===== src/rtl/extra1_pkg.sv =====
`default_nettype none
// ============================================================================
//  Module      : extra1_pkg
//  Description : Shared types and constants for the two-requester scheduler
//                that fronts the extra1 compute datapath.
//  Revision    : 1.0 - initial release
// ============================================================================
package extra1_pkg;

    // Default operand and result widths of the shared datapath
    localparam int W_IN_DEF = 32;
    localparam int W_Q_DEF  = 36;

    // Requester identifiers carried in the tag pipeline
    localparam logic REQ0 = 1'b0;
    localparam logic REQ1 = 1'b1;

    // One in-flight issue: occupancy bit plus the issuing requester
    typedef struct packed {
        logic vld;
        logic id;
    } tag_t;

    // The requester that is not 'id' (two-way round robin)
    function automatic logic other_req(input logic id);
        return (id == REQ0) ? REQ1 : REQ0;
    endfunction

endpackage
`default_nettype wire


===== src/rtl/extra1_rr_arb.sv =====
`default_nettype none
// ============================================================================
//  Module      : extra1_rr_arb
//  Description : Two-way round-robin arbiter. Grants are combinational from
//                the valids and the last-granted pointer; the pointer moves
//                only when a grant is given. Requester 0 has priority after
//                reset, and no grant is given while reset is asserted.
//  Revision    : 1.0 - initial release
// ============================================================================
module extra1_rr_arb
    import extra1_pkg::*;
(
    input  logic clk,
    input  logic rst_n,
    input  logic i_valid0,
    input  logic i_valid1,
    output logic o_grant0,
    output logic o_grant1
);

    // Last requester granted; resetting to REQ1 gives REQ0 first priority
    logic r_last;
    logic w_grant0;
    logic w_grant1;

    // Lone requester wins; on contention the one not granted last wins
    always_comb begin
        w_grant0 = rst_n & i_valid0 & (~i_valid1 | (r_last == REQ1));
        w_grant1 = rst_n & i_valid1 & (~i_valid0 | (r_last == REQ0));
    end

    assign o_grant0 = w_grant0;
    assign o_grant1 = w_grant1;

    // Pointer follows the winner, and only when a transfer happens
    always_ff @(posedge clk) begin
        if (!rst_n) begin
            r_last <= REQ1;
        end else if (w_grant0 || w_grant1) begin
            r_last <= w_grant1 ? REQ1 : other_req(REQ1);
        end
    end

endmodule
`default_nettype wire


===== src/rtl/extra1_sched.sv =====
`default_nettype none
// ============================================================================
//  Module      : extra1_sched
//  Description : Shares one fixed-latency datapath between two operand
//                requesters. Arbitrates round-robin, issues one operand
//                triple per cycle, tracks each issue with a requester tag
//                over LAT+1 stages and steers returning results back to
//                the issuing requester. Flags unmatched results sticky.
//  Revision    : 1.0 - initial release
// ============================================================================
module extra1_sched
    import extra1_pkg::*;
#(
    parameter int LAT  = 4,
    parameter int W_IN = W_IN_DEF,
    parameter int W_Q  = W_Q_DEF
) (
    input  logic            clk,
    input  logic            rst_n,
    // requester 0
    input  logic            req0_valid,
    output logic            req0_ready,
    input  logic [W_IN-1:0] req0_a,
    input  logic [W_IN-1:0] req0_b,
    input  logic [W_IN-1:0] req0_c,
    // requester 1
    input  logic            req1_valid,
    output logic            req1_ready,
    input  logic [W_IN-1:0] req1_a,
    input  logic [W_IN-1:0] req1_b,
    input  logic [W_IN-1:0] req1_c,
    // datapath issue side
    output logic            dp_valid,
    output logic [W_IN-1:0] dp_a,
    output logic [W_IN-1:0] dp_b,
    output logic [W_IN-1:0] dp_c,
    // datapath result side
    input  logic            dp_q_valid,
    input  logic [W_Q-1:0]  dp_q,
    // steered results and status
    output logic            res0_valid,
    output logic            res1_valid,
    output logic [W_Q-1:0]  res_q,
    output logic            busy,
    output logic            err
);

    // In-flight count spans 0..LAT+1
    localparam int c_CNT_W = $clog2(LAT + 2);

    logic               w_grant0;
    logic               w_grant1;
    logic               w_xfer;
    logic               w_win_id;
    tag_t               w_new_tag;
    tag_t               w_tail;
    logic               w_tagged_res;
    tag_t [LAT:0]       r_tag;
    logic [c_CNT_W-1:0] r_cnt;

    extra1_rr_arb u_arb (
        .clk      (clk),
        .rst_n    (rst_n),
        .i_valid0 (req0_valid),
        .i_valid1 (req1_valid),
        .o_grant0 (w_grant0),
        .o_grant1 (w_grant1)
    );

    assign req0_ready = w_grant0;
    assign req1_ready = w_grant1;

    // A grant is a transfer; at most one grant is ever high
    always_comb begin
        w_xfer        = w_grant0 | w_grant1;
        w_win_id      = w_grant1 ? REQ1 : REQ0;
        w_new_tag.vld = w_xfer;
        w_new_tag.id  = w_win_id;
        w_tail        = r_tag[LAT];
        w_tagged_res  = dp_q_valid & w_tail.vld;
    end

    // Issue register: strobe for one cycle, operands hold between issues
    always_ff @(posedge clk) begin
        if (!rst_n) begin
            dp_valid <= 1'b0;
            dp_a     <= '0;
            dp_b     <= '0;
            dp_c     <= '0;
        end else begin
            dp_valid <= w_xfer;
            if (w_xfer) begin
                dp_a <= w_grant1 ? req1_a : req0_a;
                dp_b <= w_grant1 ? req1_b : req0_b;
                dp_c <= w_grant1 ? req1_c : req0_c;
            end
        end
    end

    // Tag shift register; the tail lines up with the matching dp_q_valid
    always_ff @(posedge clk) begin
        if (!rst_n) begin
            r_tag <= '0;
        end else begin
            r_tag <= {r_tag[LAT-1:0], w_new_tag};
        end
    end

    // In-flight counter; a tail tag leaves flight whether matched or dropped
    always_ff @(posedge clk) begin
        if (!rst_n) begin
            r_cnt <= '0;
        end else begin
            case ({w_xfer, w_tail.vld})
                2'b10:   r_cnt <= r_cnt + c_CNT_W'(1);
                2'b01:   r_cnt <= r_cnt - c_CNT_W'(1);
                default: r_cnt <= r_cnt;
            endcase
        end
    end

    assign busy = (r_cnt != '0);

    // Result steering by tail tag; any tag/strobe disagreement is sticky err
    always_ff @(posedge clk) begin
        if (!rst_n) begin
            res0_valid <= 1'b0;
            res1_valid <= 1'b0;
            res_q      <= '0;
            err        <= 1'b0;
        end else begin
            res0_valid <= 1'b0;
            res1_valid <= 1'b0;
            if (w_tagged_res) begin
                res_q      <= dp_q;
                res0_valid <= (w_tail.id == REQ0);
                res1_valid <= (w_tail.id == REQ1);
            end else if (dp_q_valid || w_tail.vld) begin
                err <= 1'b1;
            end
        end
    end

endmodule
`default_nettype wire

===== config.mk =====
export PLATFORM = sky130hd
export DESIGN_NAME = extra1_sched
export DESIGN_NICKNAME = d
export VERILOG_FILES = /design/src/rtl/extra1_pkg.sv /design/src/rtl/extra1_rr_arb.sv /design/src/rtl/extra1_sched.sv
export SDC_FILE = /design/constraint.sdc
export NUM_CORES = 1
export LEC_CHECK = 0
export ABC_AREA = 1
export CAP_MARGIN = 30
export CORE_ASPECT_RATIO = 1.25
export CORE_UTILIZATION = 30
export CTS_CLUSTER_DIAMETER = 80
export CTS_CLUSTER_SIZE = 10
export DETAILED_ROUTE_END_ITERATION = 7
export DONT_BUFFER_PORTS = 1
export PLACE_DENSITY = 0.47
export SLEW_MARGIN = 5
export SYNTH_ARGS = -nofsm -noshare
export SYNTH_HDL_FRONTEND = slang
export SYNTH_SLANG_ARGS = --single-unit

===== constraint.sdc =====
create_clock -name clk -period 1.85 [get_ports clk]
set_clock_uncertainty 0.1 [all_clocks]
set_input_delay 0.185 -clock clk [delete_from_list [all_inputs] [get_ports clk]]
set_output_delay 0.185 -clock clk [all_outputs]
set_load 0.05 [all_outputs]

==> results of run 1 <==
report_power, final:
part           leakage (nW)  switching, mW  internal (mW)  total, mW
registers              1.23          0.362           3.42       3.78
clock network         0.275           1.59           1.78       3.36
logic                  3.92           1.30          0.965       2.27
routing by layer:
layer	vias up	wire (um)	part of all wire (%)	GRT usage, %
li1	3967	-	-	-
met1	3672	9890	38	20.8
met2	375	12800	50	35.9
met3	72	2040	7.9	6.34
met4	0	1090	4.2	11.7
met5	-	0	0	0
layout make-up:
cell class,count,area share [%]
well taps,288,3.22
clock inverters,15,1.23
diodes,2,0.0447
inverters,117,3.97
multi-input cells,719,29.0
flip-flops and latches,149,26.7
repair buffers,354,32.1
clock buffers,17,3.80
cells by family (layout without fill, tap and decap cells):
logic type	count (synthesis)	in the layout
fa+ha+maj	3	3
buf+inv	203	503
other cells	0	2
compound gates	234	234
flops	149	149
simple gates	481	482
final timing paths:
kind                                  start               endpoint  cells after the start
hold reg to reg         r_tag[8]$_SDFF_PN0_  res0_valid$_SDFF_PN0_                      1
setup reg to reg  u_arb.r_last$_SDFFE_PN1P_  dp_c[21]$_SDFFE_PN0P_                      7
setup / recovery  u_arb.r_last$_SDFFE_PN1P_  dp_c[21]$_SDFFE_PN0P_                      7
hold / removal                        rst_n  r_cnt[2]$_SDFFE_PN0P_                      3
worst max-delay path, delay by kind of cell (launching register included):
kind | cells | cell delay (ns)
and+or+nand+nor | 5 | 0.44
DFF | 1 | 0.41
buffers and inverters | 2 | 0.78
repair_timing:
item / in CTS / in global routing
gates resized for setup: 0 / 36
endpoints found under the hold margin: 148 / 0
hold buffers: 263 / 0
setup endpoints to repair: 0 / 66
buffers inserted: 0 / 3
sequential cells by signal, summed over array words and instances (netlist names):
register and cells:
dp_c 32, res0_valid 1, r_cnt 3, dp_a 32
res1_valid 1, u_arb.r_last 1, r_tag 10, dp_b 32
err 1, res_q 36
layout by cell type (no fill, tap or decap), types with 3 or more instances in the layout:
master,instances
nand3_1,91
nand2_1,111
o21ai_0,121
buf_16,3
a21oi_1,97
nand3_2,7
clkinv_4,6
buf_4,75
inv_1,115
dlygate4sd3_1,246
nor2_1,267
o21ai_1,13
dfxtp_1,148
dlymetal6s4s_1,16
inv_8,3
inv_6,6
buf_12,7
clkbuf_16,21
metrics by stage:
stage	hold slack (ns)	setup WS [ns]
4_1_cts	0.0607	0.00768
3_5_place_dp	0.216	0.226
5_1_grt	0.0849	-0.0692
3_3_place_gp	0.204	0.221
6_report	0.0105	-0.000190
2_1_floorplan	0.220	0.0513
==> summary.md, run 1 <==
| Metric | Value |
|---|---|
| I/O pins | 372 |
| Slowest-stage cell, CP | dlygate4sd3_1 |
| Min-delay worst type | in2reg |
| Number of remaining DRC errors | 48 |
| Final Setup Violations | 1 |
| Maximum resistive drop on vdd | about 0.00058 V |
| Synth Flop Type | dfxtp_1 |
| Power density over cell area | 841 nW/um^2 |
| Post-synth ARST share | 0% |
| CP max stage delay | 0.55 ns |
| Startpoint types | flop |
| Final Slew Violations | 0 |
| Gpl congestion | between 0.7 and 0.8 |
| CTS tree | done |
| Leak pwr | 5.43 nW |
| Worst-path clk slew | 0.07 ns |
| Filler instances | ~2200 |
| Post-synthesis mux area share | 0% |
| Compound-cell area share of the yosys netlist | around 17% |
| GR Overflow Total | 0 |
| Synth Area in XOR/XNOR | 0% |
| Clk sinks | 149 |
| Initial antenna violation count | 2 |
| Most numerous cell in the Yosys netlist | nor2_1 |
| Vias in the first global route | 7921 |
| Synth cell types | 20 |
| Storage cell area | 2990 sq um |
| Dominant cell type by area after synthesis | dfxtp_1 |
| Post-synthesis adder-cell area fraction | 0.645% |
| Post-synth EDFFs | 0 |
| Largest family of logic cells by synthesized area | simple AND/OR/NAND/NOR gates |
| Clock Path Buffers | 2 |
| Req. time, crit path | between 2 and 2.5 ns |
| FP Rows | 62 |
| Clock Latency Late Sink | 0.43 ns |
| Post-Synth Simple-Gate Area | between 20% and 30% |
| Die area | 23900 sq um |
| Largest net degree at the start of global routing | 195 |
| H-Tree Depth | 4 |
| Area contributors post-synth | dfxtp_1, nor2_1, o21ai_0, a21oi_1, nand3_1 |
| Syn Nets | roughly 1300 |
| Arrival @ worst endpoint | 2.07 ns |
| Post-synthesis register bit count | 149 |
| Synth top area share | around 43% |
| Final hold viol count | 0 |
| Cell Area, Placed | 7680 sq um |
| Final non-filler cell total | approximately 1700 |
| Slew of the pin with the lowest slew margin | approximately 0.87 ns |
| RSZ-0062 raised after global routing | true |
| Share of cells above drive strength 1 | between 10% and 20% |
| Max Clk Rate | 540 MHz |
| Final Util | 48.9% |
| Max Cap Viol | 0 |
| Die Width | about 140 um |
| Placed insts | between 1000 and 1500 |
| CP endpoint kind | flop |
| Total CTS buffers | 17 |
| Slew margin rel. | ~42% |
| Cells after Synth | 1070 |
| Setup TNS | -0.000190 ns |
| CP most frequent cell | nor2_1 |
| Avg Synthesized Cell Area | 6.53 sq um |
| WS Path Type | reg2reg |
| CP Cell Sequence | nand2_4 > clkbuf_16 > nand3_1 > nand2_1 > nor2_1 > dlygate4sd3_1 > nor2_1 |
| Flop-to-flop setup slack | -0.0002 ns |
| Min Tclk post-route | approximately 1.9 ns |
| Die height | about 170 um |
| Wire per inst | 15.6 um |
| Routed via count | 8086 |
| Synthesis-to-finish area growth | 60.1% |
| Top cells by count, synth | nor2_1, dfxtp_1, o21ai_0 |
| Fin nets | approximately 1600 |
| Syn. warnings | 0 |
| Failing checks | DRC, setup timing |
| Period utilization | 100% |
| CP Max Fanout | 8 |
| Synthesized area | 6990 sq um |
| Outcome | finished with violations |
| Vias per inst | 4.87 |
| Final instance area | 11200 sq um |
| Core area | ~23000 sq um |
| IO Port Bufs | 0 |
| Final HPWL DP | 13900 um |
| First-pass GRT wire length | 38600 um |
| Iteration-0 DRC count of the detailed router | 475 |
| Final ANT Viol Nets | 0 |
| Area of the multi-input gates | 3240 sq um |
| DRT Wirelength | 25900 um |
| Final WS setup | -0.000190 ns |
| GRT Total Usage | 20.2% |
| Power after layout | 9.41 mW |
| Root buf cell | clkbuf_16 |
| Initial core utilization | 30.5% |
| Post-synthesis sequential area ratio | a little over two fifths |
| TritonRoute pass-1 iters | 8 |
Power figures use the tool's default switching activity.
==> inputs of run 2 (changes only) <==
--- a/config.mk
+++ b/config.mk
@@ -14,6 +14,7 @@
 export DETAILED_ROUTE_END_ITERATION = 7
 export DONT_BUFFER_PORTS = 1
 export PLACE_DENSITY = 0.47
+export SKIP_CTS_REPAIR_TIMING = 1
 export SLEW_MARGIN = 5
 export SYNTH_ARGS = -nofsm -noshare
 export SYNTH_HDL_FRONTEND = slang
==> summary.md, run 2 (same netlist as run 1, synthesis figures left out) <==
| Metric | Value |
|---|---|
| Outcome | finished with violations (unchanged) |
| Failing checks | DRC (was DRC, setup timing) |
| Family with the most delay on the worst path | buffers and inverters (unchanged) |
| Slew of the pin with the lowest slew margin | 0.923 ns (was 0.865 ns) |
| Gpl congestion | 0.791 (unchanged) |
| Vias in the first global route | 6112 (was 7921) |
| Power density over cell area | 845 nW/um^2 (was 841 nW/um^2) |
| Min Tclk post-route | 1.75 ns (was 1.85 ns) |
| Clock Latency Late Sink | 0.43 ns (about the same) |
| CP Cell Sequence | nand2_1 > nand2_8 > buf_12 > o21ai_0 > dlygate4sd3_1 > nor2_1 (was nand2_4 > clkbuf_16 > nand3_1 > nand2_1 > nor2_1 > dlygate4sd3_1 > nor2_1) |
| GR Overflow Total | 0 (unchanged) |
| RSZ-0062 raised after global routing | false (was true) |
| CTS tree | done (unchanged) |
| Reg power frac | 40.9% (was 40.2%) |
| Synthesis-to-finish area growth | 56.3% (was 60.1%) |
| FP Rows | 62 (unchanged) |
| Setup TNS | 0 ns (was -0.000190 ns) |
| Final Slew Violations | 0 (unchanged) |
| Final ANT Viol Nets | 0 (unchanged) |
| Clock Path Buffers | 2 (unchanged) |
| Clk pwr share | 36.3% (was 35.7%) |
| Final HPWL DP | 13900 um (unchanged) |
| Slew margin rel. | 38.5% (was 42.3%) |
| Iteration-0 DRC count of the detailed router | 537 (was 475) |
| Leading cell type in the layout, fill and taps excluded | nor2_1 (unchanged) |
| Max Cap Viol | 0 (unchanged) |
| Share of cells above drive strength 1 | 8.72% (was 10.2%) |
| Logic pwr share | 22.8% (was 24.1%) |
| Vias per inst | 4.82 (was 4.87) |
| IO Port Bufs | 0 (unchanged) |
| Core area | 22900 sq um (unchanged) |
| Most frequent cells in the layout | nor2_1, dlygate4sd3_1, dfxtp_1, o21ai_0, inv_1 (unchanged) |
| Leak pwr | 5.04 nW (was 5.43 nW) |
| CP endpoint kind | flop (unchanged) |
| Clk sinks | 149 (unchanged) |
| Die Width | 139 um (unchanged) |
| Arrival @ worst endpoint | 2.01 ns (was 2.07 ns) |
| WP buf/inv | 2 (unchanged) |
| Max FFs per register | 36 (unchanged) |
| CP Max Fanout | 194 (was 8) |
| First-pass GRT wire length | 33100 um (was 38600 um) |
| # diodes | 0 (was 2) |
| Total CTS buffers | 17 (unchanged) |
| Req. time, crit path | 2.12 ns (was 2.07 ns) |
| DRT Wirelength | 24500 um (was 25900 um) |
| Die area | 23900 sq um (unchanged) |
| GRT Total Usage | 17.5% (was 20.2%) |
| Slowest-stage cell, CP | dlygate4sd3_1 (unchanged) |
| Initial core utilization | 30.5% (unchanged) |
| TritonRoute pass-1 iters | 7 (was 8) |
| Startpoint types | primary input (was flop) |
| Period utilization | 94.5% (was 100%) |
| Final hold viol count | 0 (unchanged) |
| Fin nets | 1587 (was 1594) |
| Pre-CTS WS | 0.226 ns (unchanged) |
| Min-delay worst type | in2reg (unchanged) |
| Power Internal | 6.05 mW (was 6.16 mW) |
| Worst-path clk slew | 0.07 ns (about the same) |
| Reg with most FFs | res_q (unchanged) |
| Largest net degree at the start of global routing | 195 (unchanged) |
| Die height | 173 um (unchanged) |
| Wire per inst | 14.8 um (was 15.6 um) |
| Max Clk Rate | 572 MHz (was 540 MHz) |
| Final Setup Violations | 0 (was 1) |
| H-Tree Depth | 4 (unchanged) |
| Sw Share | 34.4% (was 34.5%) |
| Root buf cell | clkbuf_16 (unchanged) |
| Number of remaining DRC errors | 48 (unchanged) |
| WS Path Type | in2reg (was reg2reg) |
| I/O pins | 372 (unchanged) |
| Initial antenna violation count | 0 (was 2) |
| Maximum resistive drop on vdd | 0.000569 V (was 0.000577 V) |
| Final WS setup | 0.102 ns (was -0.000190 ns) |
| Routed via count | 7968 (was 8086) |
| CP max stage delay | 0.60 ns (was 0.55 ns) |
| Switching Power | 3.18 mW (was 3.25 mW) |
==> run 2: changes by cell type in the layout (fill, tap and decap cells not counted), moves of 4 or more <==
cell and delta:
clkbuf_16 -4, dlygate4sd3_1 +19, dlymetal6s4s_1 -16, nand3_1 +7, nand3_2 -7
==> run 2: power by group through the flow <==
stage	logic [mW]	registers (mW)	clock network, mW
floorplan	0.759	4.27	0
global placement	1.56	3.84	0
detailed placement	1.57	3.84	0
CTS	1.57	3.77	3.49
global route	2.28	3.79	3.60
finish	2.11	3.78	3.35
==> run 2: layer usage <==
metal	vias to the layer above	global-route usage [%]	part of all wire, %
met5	-	0	0
met4	0	7.26	2.5
met3	50	6.59	8.2
met2	371	29.1	50
met1	3598	20.0	39
li1	3949	-	-
==> run 2: per-stage QoR <==
step	area (sq um)	power, mW	utilization [%]	hold WS (ns)	std cells
6_report	10900	9.23	47.7	0.00926	1652
5_1_grt	10900	9.68	47.7	0.0244	1652
4_1_cts	8240	8.84	36.0	-0.258	1386
3_5_place_dp	7680	5.41	33.5	0.216	1354
3_3_place_gp	7680	5.40	33.5	0.204	1354
2_1_floorplan	6990	5.03	-	0.220	1070
==> run 2: final timing paths <==
kind	from	slack (ns)	to	depth (start not counted)
worst max-delay path	rst_n	0.10	dp_b[15]$_SDFFE_PN0P_	6
worst min-delay path	req0_a[23]	0.009	dp_a[23]$_SDFFE_PN0P_	4
worst max register to register	r_tag[9]$_SDFF_PN0_	0.15	r_cnt[1]$_SDFFE_PN0P_	5
worst min register to register	r_tag[8]$_SDFF_PN0_	0.32	res0_valid$_SDFF_PN0_	1
==> run 2: cell type report <==
class	count	area [sq um]
fill	2190	12000
timing repair buffer	348	3400
multi-input combinational	718	3170
sequential	149	2980
inverter	117	444
clock buffer	17	425
tap	288	360
clock inverter	15	138
==> run 2: worst min-delay path, stage by stage <==
cell	delay (ns)
inv_1	0.11
a21oi_1	0.06
nor2_1	0.10
nor2_1	0.04
